File: config.mk
export PLATFORM = sky130hd
export DESIGN_NAME = timeset_ctrl
export DESIGN_NICKNAME = d
export VERILOG_FILES = /design/src/rtl/timeset_pkg.sv /design/src/rtl/button_debounce.sv /design/src/rtl/timeset_ctrl.sv
export SDC_FILE = /design/constraint.sdc
export NUM_CORES = 1
export LEC_CHECK = 0
export CAP_MARGIN = 40
export CORE_UTILIZATION = 60
export CTS_BUF_LIST = sky130_fd_sc_hd__clkbuf_2 sky130_fd_sc_hd__clkbuf_4 sky130_fd_sc_hd__clkbuf_8
export CTS_CLUSTER_SIZE = 25
export DETAILED_ROUTE_END_ITERATION = 10
export HOLD_SLACK_MARGIN = 0.05
export PLACE_DENSITY_LB_ADDON = 0.3
export SETUP_SLACK_MARGIN = 0.05
export SLEW_MARGIN = 20
export SYNTH_ARGS = -nofsm -noshare
export SYNTH_HDL_FRONTEND = slang
export SYNTH_HIERARCHICAL = 1
export SYNTH_SLANG_ARGS = --single-unit
File: constraint.sdc
create_clock -name i_clk -period 3.8 [get_ports i_clk]
set_clock_uncertainty 0.05 [all_clocks]
set_input_delay 0.76 -clock i_clk [delete_from_list [all_inputs] [get_ports i_clk]]
set_output_delay 0.76 -clock i_clk [all_outputs]
set_load 0.02 [all_outputs]
File: src/rtl/timeset_pkg.sv
// Shared encodings for the desk-clock time-set controller.
package timeset_pkg;

    typedef enum logic [1:0] {
        IDLE  = 2'd0,
        PRESS = 2'd1,
        SLOW  = 2'd2,
        FAST  = 2'd3
    } state_t;

    typedef enum logic {
        TGT_HOUR = 1'b0,
        TGT_MIN  = 1'b1
    } target_t;

    function automatic logic rise(input logic cur, input logic prev);
        return cur & ~prev;
    endfunction

endpackage

File: src/rtl/button_debounce.sv
// Two-flop synchronizer followed by a stable-level debouncer for one raw button.
module button_debounce #(
    parameter int DEBOUNCE_CYCLES = 250_000
) (
    input  logic i_clk,
    input  logic i_reset_n,
    input  logic i_btn,
    output logic o_level
);

    localparam int CW = $clog2(DEBOUNCE_CYCLES + 1);
    localparam logic [CW-1:0] CNT_LAST = CW'(DEBOUNCE_CYCLES - 1);

    logic          sync1_r;
    logic          sync2_r;
    logic [CW-1:0] cnt_r;

    // Bring the asynchronous button into the clock domain.
    always_ff @(posedge i_clk or negedge i_reset_n) begin
        if (!i_reset_n) begin
            sync1_r <= 1'b0;
            sync2_r <= 1'b0;
        end else begin
            sync1_r <= i_btn;
            sync2_r <= sync1_r;
        end
    end

    // The level flips only after DEBOUNCE_CYCLES consecutive differing samples.
    always_ff @(posedge i_clk or negedge i_reset_n) begin
        if (!i_reset_n) begin
            cnt_r   <= '0;
            o_level <= 1'b0;
        end else if (sync2_r != o_level) begin
            if (cnt_r == CNT_LAST) begin
                cnt_r   <= '0;
                o_level <= sync2_r;
            end else begin
                cnt_r   <= cnt_r + CW'(1);
            end
        end else begin
            cnt_r <= '0;
        end
    end

endmodule

File: src/rtl/timeset_ctrl.sv
// Time-set button controller: debounced hour/minute buttons drive one
// immediate increment, then slow and fast auto-repeat from the divider strobe.
module timeset_ctrl
    import timeset_pkg::*;
#(
    parameter int DEBOUNCE_CYCLES = 250_000,
    parameter int FAST_AFTER      = 4
) (
    input  logic i_clk,
    input  logic i_reset_n,
    input  logic i_en,
    input  logic i_hour_btn,
    input  logic i_min_btn,
    input  logic i_timeset_stb,
    output logic o_div_en,
    output logic o_fast_set,
    output logic o_hour_inc,
    output logic o_min_inc,
    output logic o_setting
);

    localparam int RW = $clog2(FAST_AFTER + 1);
    localparam logic [RW-1:0] REP_MAX = RW'(FAST_AFTER);

    logic          hour_level_s;
    logic          min_level_s;
    logic          tgt_level_s;
    logic [RW-1:0] rep_next_s;
    logic          hour_prev_r;
    logic          min_prev_r;
    state_t        state_r;
    target_t       tgt_r;
    logic [RW-1:0] rep_r;

    button_debounce #(.DEBOUNCE_CYCLES(DEBOUNCE_CYCLES)) u_hour_db (
        .i_clk     (i_clk),
        .i_reset_n (i_reset_n),
        .i_btn     (i_hour_btn),
        .o_level   (hour_level_s)
    );

    button_debounce #(.DEBOUNCE_CYCLES(DEBOUNCE_CYCLES)) u_min_db (
        .i_clk     (i_clk),
        .i_reset_n (i_reset_n),
        .i_btn     (i_min_btn),
        .o_level   (min_level_s)
    );

    // Level of whichever button owns the current set, and the next repeat count.
    always_comb begin
        tgt_level_s = 1'b0;
        if (tgt_r == TGT_HOUR) begin
            tgt_level_s = hour_level_s;
        end else begin
            tgt_level_s = min_level_s;
        end
        rep_next_s = rep_r + RW'(1);
    end

    // Edge-history flops keep running while disabled so a held button needs a re-press.
    always_ff @(posedge i_clk or negedge i_reset_n) begin
        if (!i_reset_n) begin
            hour_prev_r <= 1'b0;
            min_prev_r  <= 1'b0;
        end else begin
            hour_prev_r <= hour_level_s;
            min_prev_r  <= min_level_s;
        end
    end

    // Set FSM with registered outputs; release and disable take priority over strobes.
    always_ff @(posedge i_clk or negedge i_reset_n) begin
        if (!i_reset_n) begin
            state_r    <= IDLE;
            tgt_r      <= TGT_HOUR;
            rep_r      <= '0;
            o_div_en   <= 1'b0;
            o_fast_set <= 1'b0;
            o_hour_inc <= 1'b0;
            o_min_inc  <= 1'b0;
            o_setting  <= 1'b0;
        end else begin
            o_hour_inc <= 1'b0;
            o_min_inc  <= 1'b0;
            if (!i_en) begin
                state_r    <= IDLE;
                rep_r      <= '0;
                o_div_en   <= 1'b0;
                o_fast_set <= 1'b0;
                o_setting  <= 1'b0;
            end else begin
                case (state_r)
                    IDLE: begin
                        rep_r      <= '0;
                        o_div_en   <= 1'b0;
                        o_fast_set <= 1'b0;
                        if (rise(hour_level_s, hour_prev_r)) begin
                            state_r    <= PRESS;
                            tgt_r      <= TGT_HOUR;
                            o_hour_inc <= 1'b1;
                            o_setting  <= 1'b1;
                        end else if (!hour_level_s && rise(min_level_s, min_prev_r)) begin
                            state_r    <= PRESS;
                            tgt_r      <= TGT_MIN;
                            o_min_inc  <= 1'b1;
                            o_setting  <= 1'b1;
                        end else begin
                            o_setting  <= 1'b0;
                        end
                    end
                    PRESS: begin
                        if (!tgt_level_s) begin
                            state_r   <= IDLE;
                            o_setting <= 1'b0;
                        end else begin
                            state_r   <= SLOW;
                            o_div_en  <= 1'b1;
                        end
                    end
                    SLOW: begin
                        if (!tgt_level_s) begin
                            state_r    <= IDLE;
                            rep_r      <= '0;
                            o_div_en   <= 1'b0;
                            o_fast_set <= 1'b0;
                            o_setting  <= 1'b0;
                        end else if (i_timeset_stb) begin
                            o_hour_inc <= (tgt_r == TGT_HOUR);
                            o_min_inc  <= (tgt_r == TGT_MIN);
                            rep_r      <= rep_next_s;
                            if (rep_next_s == REP_MAX) begin
                                state_r    <= FAST;
                                o_fast_set <= 1'b1;
                            end else begin
                                state_r    <= SLOW;
                            end
                        end else begin
                            state_r <= SLOW;
                        end
                    end
                    FAST: begin
                        if (!tgt_level_s) begin
                            state_r    <= IDLE;
                            rep_r      <= '0;
                            o_div_en   <= 1'b0;
                            o_fast_set <= 1'b0;
                            o_setting  <= 1'b0;
                        end else if (i_timeset_stb) begin
                            o_hour_inc <= (tgt_r == TGT_HOUR);
                            o_min_inc  <= (tgt_r == TGT_MIN);
                        end else begin
                            state_r <= FAST;
                        end
                    end
                    default: begin
                        state_r    <= IDLE;
                        rep_r      <= '0;
                        o_div_en   <= 1'b0;
                        o_fast_set <= 1'b0;
                        o_setting  <= 1'b0;
                    end
                endcase
            end
        end
    end

endmodule

=== Word-level counts from Yosys, hierarchy flattened ===
Index checks and enable logic that the tools add are counted.

* Add/subtract/negate cells: 3
* Equal/unequal tests: 17
* Multiplexer cells: 45
* Bitwise gates (word level): 5
* Reductions and logical operators: 13

{| class="wikitable"
|+ Operators by type and width
! cell !! count
|-
| two-way mux 18 bit || 4
|-
| adder 18 x 1 -> 18 bit, second input constant || 2
|-
| == test 18 bit, second input constant || 2
|-
| two-way mux 1 bit || 22
|-
| two-way mux 2 bit || 8
|-
| inequality test 4 bit, second input constant || 4
|-
| two-way mux 3 bit || 4
|-
| inequality test 3 bit, second input constant || 4
|-
| case mux 3 bit (3 select lines) || 1
|-
| case mux 2 bit (4 select lines) || 1
|-
| AND reduction 2 bit || 4
|-
| case mux 1 bit (2 select lines) || 3
|-
| case mux 1 bit (3 select lines) || 2
|-
| AND reduction 3 bit || 2
|-
| == test 2 bit, second input constant || 2
|-
| inequality test 4 x 1 -> 1 bit, second input constant || 1
|-
| AND reduction 4 bit || 1
|-
| adder 3 x 1 -> 3 bit, second input constant || 1
|-
| == test 3 bit, second input constant || 1
|-
| inverter 1 bit || 3
|-
| OR reduction 3 bit || 1
|-
| bitwise AND 1 bit || 2
|-
| == test 2 x 1 -> 1 bit, second input constant || 1
|-
| zero test 2 bit || 1
|-
| other kinds (5) || 6
|}

* Register bits: 55
* Input port bits: 6
* Output and inout bits: 5
* Word-level logic and storage cells: 101

=== Depth between registers and ports, before layout ===
Gate-level depths: netlist of the first run.

* Depth in word-level cells: 7
* Mapped depth: 5

=== By module ===
The synthesis of the first run kept the hierarchy.

{| class="wikitable"
|+ Modules (own cells, without submodules)
! module !! instances !! cells each !! area each (um2)
|-
| button_debounce || 2 || 99 || 1029.7
|-
| timeset_ctrl || 1 || 56 || 615.6
|}

=== Worst setup path before layout of the first run ===
Ideal clock, no wire load.

* Path kind: register to register
* From: reg u_hour_db.cnt_r[0]
* To: reg u_hour_db.cnt_r[10]
* Setup time: 119 ps
* Arrival time: 1693 ps
* Required time: 3631 ps
* Setup slack: 1938 ps
* Stages on the path, launching flop included: 6
* Period minus slack after synthesis: 1862 ps
* Path through: dfrtp_1 > ha_1 > nand4_1 > o41ai_4 > buf_6 > nor2_1

* Word-level cells in the longest chain between the ends: 3

{| class="wikitable"
|+ Ends and longest elaborated chain
! element !! line !! RTL
|-
| start: declaration || button_debounce.sv:16 || <nowiki>logic [CW-1:0] cnt_r;</nowiki>
|-
| start signal: assignment || button_debounce.sv:39 || <nowiki>cnt_r <= cnt_r + CW'(1);</nowiki>
|-
| adder 18 x 1 -> 18 bit / == test 18 bit (equally long branches) || button_debounce.sv:39, button_debounce.sv:35 ||
|-
| two-way mux 18 bit * || button_debounce.sv:35 || <nowiki>if (cnt_r == CNT_LAST) begin</nowiki>
|-
| two-way mux 18 bit * || button_debounce.sv:34 || <nowiki>end else if (sync2_r != o_level) begin</nowiki>
|}

Every way passes the cells marked *; elsewhere a longest branch is shown, timed or not.
A chain may end at the register's enable or synchronous reset.

=== Worst setup path in the final report of the first run ===
* From: reg u_hour_db.cnt_r[0]
* To: reg u_hour_db.cnt_r[2]

The elaborated chain is that of the path after synthesis.

==> results of run 1 <==
registers in the layout, summed over array words and instances, names as in the netlist, 2 cells and up:
signal / cells
rep_r: 3
state_r: 2
u_hour_db/cnt_r: 18
u_min_db/cnt_r: 18
Yosys cell counts (all sizes together), types with 2 or more instances:
master and instances:
nand4 14, mux2i 2, clkbuf 4, inv 7, dfrtp 55, o21ai 7
nand3 16, or4 4, or3 3, and3 2, xor2 12, a22o 2
nor3 6, o41ai 2, a21oi 5, nand2b 3, mux2 2, nand2 17
ha 4, buf 2, nor2 39, o311ai 2, and4 2, xnor2 21
nor4 14
placed cells by master (no fill, tap or decap), types with 2 or more instances in the layout:
master	n
nand4_2	2
xor2_1	12
clkdlybuf4s50_1	9
xnor2_1	21
a22o_1	2
a21oi_2	2
o21ai_0	7
nand2b_1	3
a21oi_1	3
or4_4	2
buf_6	2
nor3_1	6
clkbuf_8	7
nand3_2	2
dfrtp_1	55
inv_1	7
nand2_1	17
o41ai_4	2
or3_1	3
nor2_1	39
or4_1	2
and4_1	2
nand3_1	14
mux2_2	2
nand4_1	12
o311ai_0	2
ha_1	4
and3_2	2
nor4_1	14
worst min-delay path by stage:
stage / from / to / slack [ns] / cells past startpoint
final: u_hour_db/sync1_r$_DFF_PN0_ / u_hour_db/sync2_r$_DFF_PN0_ / 0.30 / 0
after global routing: u_hour_db/sync1_r$_DFF_PN0_ / u_hour_db/sync2_r$_DFF_PN0_ / 0.33 / 0
after CTS: u_hour_db/sync1_r$_DFF_PN0_ / u_hour_db/sync2_r$_DFF_PN0_ / 0.31 / 0
after detailed placement: u_hour_db/sync1_r$_DFF_PN0_ / u_hour_db/sync2_r$_DFF_PN0_ / 0.28 / 0
after global placement: u_hour_db/sync1_r$_DFF_PN0_ / u_hour_db/sync2_r$_DFF_PN0_ / 0.28 / 0
after floorplan: u_hour_db/sync1_r$_DFF_PN0_ / u_hour_db/sync2_r$_DFF_PN0_ / 0.28 / 0
power by group:
group / total, µW / internal (µW) / switching, µW
Clock: 351 / 174 / 177
Sequential: 599 / 592 / 7.06
Combinational: 39.7 / 14.3 / 25.4
Total: 990 / 780 / 210
per-stage QoR:
stage	hold slack [ns]	total power, µW	utilization
floorplan	0.2812	629.9	-
global route	0.3299	1026	0.7065
finish	0.3035	989.9	0.7065
CTS	0.3059	1005	0.7065
global placement	0.2828	648.1	0.6760
detailed placement	0.2847	651.4	0.6815
routing by layer:
| metal | global-route usage | vias up |
|---|---|---|
| met1 | 0.2866 | 869 |
| met3 | 0.03947 | 9 |
| met4 | 0.08929 | 0 |
| met5 | 0 | - |
| li1 | - | 930 |
| met2 | 0.3407 | 17 |
cell families after synthesis:
logic type | synth area share
muxes | 0.01730
xor gates and xnor gates | 0.1080
buffers and inverters | 0.02432
adders and majority gates | 0.01871
and+or+nand+nor | 0.2404
AOI/OAI and AO/OA | 0.07671
DFF | 0.5145
final cells by class:
type | instances | area, µm²
flip-flops and latches | 55 | 1376
multi-input cells | 186 | 1234
fillers | 305 | 1216
repair buffers | 13 | 125.1
clock buffers | 8 | 103.9
well taps | 50 | 62.56
inverters | 7 | 26.28
==> flow_summary.toml, run 1 <==
[timing]
slew_violations = 0
fin_ws_ns = 1.629
post-route-period-util = 0.5713
worst_slew_pin_slew_ns = 0.7787
fin_setup_tns_ns = 0
rsz0062_at_grt = "no"
slew_headroom = 0.4808
min_period_ns = 2.171
fmax_mhz = 460.7
setup_viol = 0
hold_viol_final = 0

[grt]
grt_pass1_vias = 1690
grt.total_usage = 0.2137
grt_antenna_before_repair = 0
overflow = 0
grt_pass1_wl_um = 7376
grt_start_max_net_pins = 37

[logic_synthesis]
yosysTopAreaCell = "dfrtp_1"
ys_types = 38
synthFlopType = "dfrtp_1"
yosys.area.top_type_share = 0.5145
yosysWarnings = 6
yosys-top-cells-area = "dfrtp_1, xnor2_1, nor2_1"
ys_seq_area_frac = 0.5145
ys_async_sr_fraction = 1.000
syn_area_per_cell_um2 = 10.53
syn_area_um2 = 2675
ys_ff_latch = 55
syn-num-nets = 264
synth_edf_count = 0
synthCells = 254

[critical_path]
r2r_cells = 5
critPathTopFamily = "compound AO/OA/AOI/OAI gates"
cp.required_ns = 3.94
timing.rr.start = "u_hour_db/cnt_r[0]$_DFF_PN0_"
end_kind = "flip-flop"
crit_buf_inv = 1
cp_slowest_cell = "o41ai_4"
start_kind = "flip-flop"
slowest_delay_ns = 0.74
worstPathCellList = "ha_1 > nand4_1 > o41ai_4 > buf_6 > nor2_1"
crit_fanout = 10
crit_path_end = "u_hour_db/cnt_r[2]$_DFF_PN0_"
critical_path_class = "reg2reg"
r2r-end = "u_hour_db/cnt_r[2]$_DFF_PN0_"
crit_cells = 5
critPathLaunch = "u_hour_db/cnt_r[0]$_DFF_PN0_"
arrival_ns = 2.31
r2r_slack_ns = 1.63

[power]
peakVddDrop_mv = 0.3034
leakage_uw = 0.001232
p_per_area_nw_per_um2 = 338.1

[routing]
drtPass1Iterations = 4
wl_met3_um = 85
via_count = 1825
wl_per_cell_um = 14.16
met1Wirelength_um = 2306
routed_via_density = 5.721
drcViolationCount = 0
drtAntennaViolNets = 0
top_layer_used = "met4"
dr_wl_met2_um = 2041
routed_wirelength_um = 4517
drtIter0Drc = 97

[clock_network]
post_cts_resized = 0
holdBufCountCts = 0
root_buffer = "clkbuf_8"
postCtsSetupRepairBufs = 0
cts_buffer_depth = 2
clkSlewWorstSetupHoldPaths_ns = 0.09
clock-sinks = 55
worstSkewPairLatency_ns = 0.31
cts_tree = "yes"
numCtsBuffers = 5
cts_max_level = 2

[placement]
place_inst = 311
dpl_cell_area_um2 = 2824
gp_congestion = 0.8091
hpwl_um = 3142
io_buffers = 10
dp_slack_ns = 1.541

[die]
std_cell_rows = 23
ios = 11
die_h_um = 68.77
die_width_um = 68.77
core_area_um2 = 4144
dieArea_um2 = 4729
start_util = 0.6455

[run_status]
status = "completed"

[finish]
diodes = 0
layout-drive-gt1-share = 0.1078
areaGrowthSynthToFinish_pct = 9.448
fin_area_um2 = 2928
fin_nets = 278
instances_no_fill = 319

[job]
maxCapViolCount = 0

[worst_hold_path]
holdCritPathClass = "reg2reg"
No activity file was read; power rests on OpenSTA's default activity.
==> inputs of run 2 (changes only) <==
--- a/config.mk
+++ b/config.mk
@@ -6,7 +6,7 @@
 export NUM_CORES = 1
 export LEC_CHECK = 0
 export CAP_MARGIN = 40
-export CORE_UTILIZATION = 60
+export CORE_UTILIZATION = 56
 export CTS_BUF_LIST = sky130_fd_sc_hd__clkbuf_2 sky130_fd_sc_hd__clkbuf_4 sky130_fd_sc_hd__clkbuf_8
 export CTS_CLUSTER_SIZE = 25
 export DETAILED_ROUTE_END_ITERATION = 10
==> constraint.sdc (replaced) <==
create_clock -name i_clk -period 1.9 [get_ports i_clk]
set_clock_uncertainty 0.05 [all_clocks]
set_input_delay 0.38 -clock i_clk [delete_from_list [all_inputs] [get_ports i_clk]]
set_output_delay 0.38 -clock i_clk [all_outputs]
set_load 0.02 [all_outputs]
==> run 2 against run 1 <==
  * Die area up 6.9%
  * Count of clock-buffer cells in the layout is 2 lower
  * First-iteration DRC count shrank 39%
  * Total power increased by 100%
  * Clock power grew 96%
  * Flip-flop and latch count did not move
  * Worst setup slack worse by 1.5 ns
  * Routed wire length increased by 11%
  * Combinational power rose by 140%
  * Design area rose by 6.8%
  * Via count increased by 6.4%
  * Utilization decreased by 0.74 points
  * Largest cell class unchanged
==> flow_summary.toml, run 2 (same netlist as run 1, synthesis figures left out) <==
[critical_path]
worstPathCellList = "or4_4 > nor4_4 > mux2_2"
end_kind = "flip-flop"
slowest_delay_ns = 0.59
r2r_cells = 3
cp_slowest_cell = "or4_4"
crit_fanout = 3
start_kind = "flip-flop"
cp.required_ns = 2.06
critical_path_class = "reg2reg"
arrival_ns = 1.97

[routing]
wl_per_cell_um = 14.74
drtPass1Iterations = 4
drtAntennaViolNets = 0
via_count = 1942
drtIter0Drc = 59
drcViolationCount = 0
routed_via_density = 5.729
routed_wirelength_um = 4996

[power]
leakage_uw = 0.001317
switching_share = 0.2312
peakVddDrop_mv = 0.4260
p_sw_uw = 458.2
p_per_area_nw_per_um2 = 633.5
p_comb_frac = 0.048
p_int_uw = 1523
seqPwrFrac = 0.605
p_clk_frac = 0.347

[grt]
grt.total_usage = 0.2247
grt_pass1_vias = 1982
grt_start_max_net_pins = 26
grt_pass1_wl_um = 8894
overflow = 0
grt_antenna_before_repair = 0

[finish]
fillerInstances = 323
diodes = 0
layout_common_cells = "dfrtp_1, nor2_1, xnor2_1"
fin_nets = 296
areaGrowthSynthToFinish_pct = 16.93
layout-drive-gt1-share = 0.1777
instances_no_fill = 339
reg_top3 = "u_hour_db/cnt_r (18), u_min_db/cnt_r (18), rep_r (3)"
final_common_cell = "dfrtp_1"

[placement]
place_inst = 327
hpwl_um = 3417
gp_congestion = 0.9324
io_buffers = 10

[clock_network]
worstSkewPairLatency_ns = 0.31
root_buffer = "clkbuf_8"
cts_tree = "yes"
cts_max_level = 2
numCtsBuffers = 5
clkSlewWorstSetupHoldPaths_ns = 0.10
cts_buffer_depth = 2
clock-sinks = 55

[timing]
post-route-period-util = 0.9559
fmax_mhz = 550.6
slew_violations = 0
min_period_ns = 1.816
hold_viol_final = 0
slew_headroom = 0.7074
rsz0062_at_grt = "yes"
setup_viol = 0
fin_setup_tns_ns = 0
worst_slew_pin_slew_ns = 0.4389

[die]
start_util = 0.5979
die_h_um = 71.12
ios = 11
die_width_um = 71.12
std_cell_rows = 24
dieArea_um2 = 5057
core_area_um2 = 4474

[worst_hold_path]
hold_depth = 0
holdCritPathClass = "reg2reg"

[job]
maxCapViolCount = 0

[run_status]
status = "completed"
run 2: per-stage QoR:
stage	instance area, µm²	power (µW)	util	setup WS, ns	hold WS, ns
floorplan	2675	1260	-	0.05685	0.03441
global placement	2949	1312	0.6591	0.06195	0.2912
detailed placement	2949	1314	0.6591	0.05529	0.2986
CTS	3070	1992	0.6862	0.05787	0.3244
global route	3128	2048	0.6991	0.02658	0.3251
finish	3128	1981	0.6991	0.08384	0.3160
run 2: power groups by stage:
stage	Clock [µW]	Sequential, µW	Combinational, µW
floorplan	0	1220	40.9
global placement	0	1220	92.0
detailed placement	0	1220	93.2
CTS	698	1200	95.2
global route	738	1200	110
finish	688	1200	96.0
run 2: layout make-up:
cell class / count / area [µm²] / area share
clock buffers: 6 / 82.58 / 0.02640
clock inverters: 2 / 16.27 / 0.005200
inverters: 7 / 26.28 / 0.008400
multi-input cells: 186 / 1274 / 0.4072
flip-flops and latches: 55 / 1376 / 0.4400
well taps: 52 / 65.06 / 0.02080
repair buffers: 31 / 287.8 / 0.09200
run 2: worst max-delay path, delay by kind of cell (launching register included):
kind	cells	cell delay, ns
multiplexers	1	0.36
flip-flops	1	0.43
AND/OR/NAND/NOR	2	0.87
run 2: path summary, 6_finish.rpt:
| check | startpoint | endpoint | slack, ns |
|---|---|---|---|
| setup / recovery | u_min_db/cnt_r[11]$_DFF_PN0_ | u_min_db/o_level$_DFFE_PN0P_ | 0.08 |
| hold / removal | u_hour_db/sync1_r$_DFF_PN0_ | u_hour_db/sync2_r$_DFF_PN0_ | 0.32 |
| setup reg to reg | u_min_db/cnt_r[11]$_DFF_PN0_ | u_min_db/o_level$_DFFE_PN0P_ | 0.08 |
| hold reg to reg | u_hour_db/sync1_r$_DFF_PN0_ | u_hour_db/sync2_r$_DFF_PN0_ | 0.32 |
| max in group asynchronous | i_reset_n | u_hour_db/cnt_r[12]$_DFF_PN0_ | 0.78 |
| min in group asynchronous | i_reset_n | u_min_db/cnt_r[11]$_DFF_PN0_ | 0.48 |
run 2: routing by layer:
metal  routed length, µm  part of all wire  global-route usage
met4                  96             0.019             0.08000
met3                 142             0.028             0.04701
met5                   0                 0                   0
met2                2487              0.50              0.3739
met1                2270              0.45              0.2928
run 2: repair_timing:
item,in CTS,in global routing
buffers inserted,0,3
gates resized for setup,2,6
hold buffers,1,0
endpoints found under the setup margin,1,21
endpoints found under the hold margin,16,0
==> inputs of run 3 (changes only) <==
--- a/config.mk
+++ b/config.mk
@@ -5,8 +5,7 @@
 export SDC_FILE = /design/constraint.sdc
 export NUM_CORES = 1
 export LEC_CHECK = 0
-export CAP_MARGIN = 40
-export CORE_UTILIZATION = 56
+export CORE_UTILIZATION = 60
 export CTS_BUF_LIST = sky130_fd_sc_hd__clkbuf_2 sky130_fd_sc_hd__clkbuf_4 sky130_fd_sc_hd__clkbuf_8
 export CTS_CLUSTER_SIZE = 25
 export DETAILED_ROUTE_END_ITERATION = 10
==> constraint.sdc (replaced) <==
create_clock -name i_clk -period 1.7 [get_ports i_clk]
set_clock_uncertainty 0.05 [all_clocks]
set_input_delay 0.34 -clock i_clk [delete_from_list [all_inputs] [get_ports i_clk]]
set_output_delay 0.34 -clock i_clk [all_outputs]
set_load 0.02 [all_outputs]
==> run 3 against run 2 <==
  * The run now ends with setup timing left
  * Sequential share of layout area fell by 3.2 points
  * Sequential power rose by 12%
  * Flip-flop and latch count did not move
  * Highest routed layer unchanged
  * Fmax rose by 3.6%
  * Worst setup slack got worse by 0.14 ns
  * First-iteration DRC count rose by 130%
  * Routed wire length rose by 13%
  * Die area fell by 6.5%
  * Critical endpoint is now u_hour_db/cnt_r[6]$_DFF_PN0_
  * Total power rose by 11%
==> flow_summary.toml, run 3 (same netlist as run 1, synthesis figures left out) <==
[grt]
grt_pass1_vias = 2079
grtUsageMet1 = 0.3258
gr-usage-met3 = 0.05592
globalRouteMet2Util = 0.4350
grt_start_max_net_pins = 56
grt_antenna_before_repair = 0
overflow = 0
grt.total_usage = 0.2618
top_usage_layer = "met2"
grt_pass1_wl_um = 8963

[critical_path]
start_kind = "flip-flop"
crit_buf_inv = 1
worstPathCellList = "or4_4 > o41ai_4 > buf_12 > nor2_1"
critPathLaunch = "u_hour_db/cnt_r[10]$_DFF_PN0_"
crit_fanout = 18
cp.required_ns = 1.86
critPathTopFamily = "simple AND/OR/NAND/NOR gates"
timing.rr.start = "u_hour_db/cnt_r[10]$_DFF_PN0_"
cp_slowest_cell = "or4_4"
r2r_slack_ns = -0.05
critical_path_class = "reg2reg"
crit_cells = 4
crit_path_end = "u_hour_db/cnt_r[6]$_DFF_PN0_"
r2r-end = "u_hour_db/cnt_r[6]$_DFF_PN0_"
arrival_ns = 1.91
end_kind = "flip-flop"
slowest_delay_ns = 0.56
r2r_cells = 4

[timing]
setup_viol = 37
fmax_mhz = 570.5
worst_slew_pin_slew_ns = 0.4431
post-route-period-util = 1.031
fin_ws_ns = -0.05282
min_period_ns = 1.753
slew_violations = 0
slew_headroom = 0.6987
rsz0062_at_grt = "yes"
hold_viol_final = 0

[finish]
reg_top3 = "u_hour_db/cnt_r (18), u_min_db/cnt_r (18), rep_r (3)"
multi_input_area_um2 = 1341
instances_no_fill = 363
final_common_cell = "dfrtp_1"
layout_common_cells = "dfrtp_1, buf_4, nor2_1"
fin_nets = 322
layout-drive-gt1-share = 0.2907
diodes = 0
fillerInstances = 249
areaGrowthSynthToFinish_pct = 26.52
regArea_um2 = 1381
final_util = 0.8167

[power]
p_sw_uw = 520.6
fin_total_pwr_uw = 2191
p_per_area_nw_per_um2 = 647.2
leakage_uw = 0.001480
switching_share = 0.2377
p_comb_frac = 0.054
p_clk_frac = 0.336
seqPwrFrac = 0.611
p_int_uw = 1670
peakVddDrop_mv = 0.5845

[clock_network]
clkSlewWorstSetupHoldPaths_ns = 0.10
clock-sinks = 55
cts_buffer_depth = 2
cts_tree = "yes"
root_buffer = "clkbuf_8"
numCtsBuffers = 5
cts_max_level = 2
worstSkewPairLatency_ns = 0.31

[routing]
routed_via_density = 5.923
routed_wirelength_um = 5654
drcViolationCount = 0
drtPass1Iterations = 5
via_count = 2150
drtAntennaViolNets = 0
drtIter0Drc = 133
wl_per_cell_um = 15.58

[run_status]
status = "complete, but fails checks"
violations = "setup timing"

[die]
ios = 11
die_h_um = 68.77
die_width_um = 68.77
std_cell_rows = 23
start_util = 0.6455
core_area_um2 = 4144
dieArea_um2 = 4729

[worst_hold_path]
holdCritPathClass = "reg2reg"

[job]
maxCapViolCount = 0

[placement]
io_buffers = 10
hpwl_um = 3766
gp_congestion = 0.9135
place_inst = 350
-- run 3: stage by stage --
stage / instance area, µm² / TNS (ns) / hold WS [ns] / setup WS [ns]
floorplan: 2698 / -3.037 / -0.005591 / -0.1423
global placement: 3157 / -0.2216 / 0.2846 / -0.1348
detailed placement: 3157 / -0.5936 / 0.2911 / -0.1375
CTS: 3351 / -1.123 / 0.3193 / -0.05197
global route: 3385 / -3.884 / 0.3283 / -0.1526
finish: 3385 / -1.234 / 0.3139 / -0.05282
-- run 3: worst min path at each step --
stage | startpoint | end | slack (ns) | cells after the start
after floorplan | i_reset_n | hour_prev_r$_DFF_PN0_ | -0.006 | 0
after global placement | u_hour_db/sync1_r$_DFF_PN0_ | u_hour_db/sync2_r$_DFF_PN0_ | 0.28 | 0
after detailed placement | u_min_db/sync1_r$_DFF_PN0_ | u_min_db/sync2_r$_DFF_PN0_ | 0.29 | 0
after CTS | u_hour_db/sync1_r$_DFF_PN0_ | u_hour_db/sync2_r$_DFF_PN0_ | 0.32 | 0
after global routing | u_hour_db/sync1_r$_DFF_PN0_ | u_hour_db/sync2_r$_DFF_PN0_ | 0.33 | 0
final | u_hour_db/sync1_r$_DFF_PN0_ | u_hour_db/sync2_r$_DFF_PN0_ | 0.31 | 0
-- run 3: final cells by class --
| type | count | area share |
|---|---|---|
| flip-flops and latches | 55 | 0.4081 |
| multi-input cells | 186 | 0.3963 |
| repair buffers | 57 | 0.1420 |
| clock buffers | 5 | 0.02033 |
| well taps | 50 | 0.01848 |
| inverters | 7 | 0.007763 |
| clock inverters | 3 | 0.007024 |
-- run 3: power groups by stage --
stage	clock, µW	combinational (µW)	sequential (µW)
after detailed placement	0	112	1360
after global routing	796	132	1340
after CTS	754	116	1340
after global placement	0	110	1360
final	735	118	1340
after floorplan	0	46.4	1360
-- run 3: per-layer routing --
layer  vias to the layer above  part of all wire  wire length [µm]
li1                       1022                 -                 -
met1                      1048              0.45              2526
met2                        66              0.49              2764
met3                        14             0.041               232
met4                         0             0.023               130
met5                         -                 0                 0
-- run 3: what timing repair did --
item / in CTS / in global routing
endpoints found under the hold margin: 55 / 0
setup endpoints to repair: 42 / 39
setup buffers: 3 / 1
resized for setup: 18 / 8
hold buffers: 1 / 0
pin swaps: 6 / 1
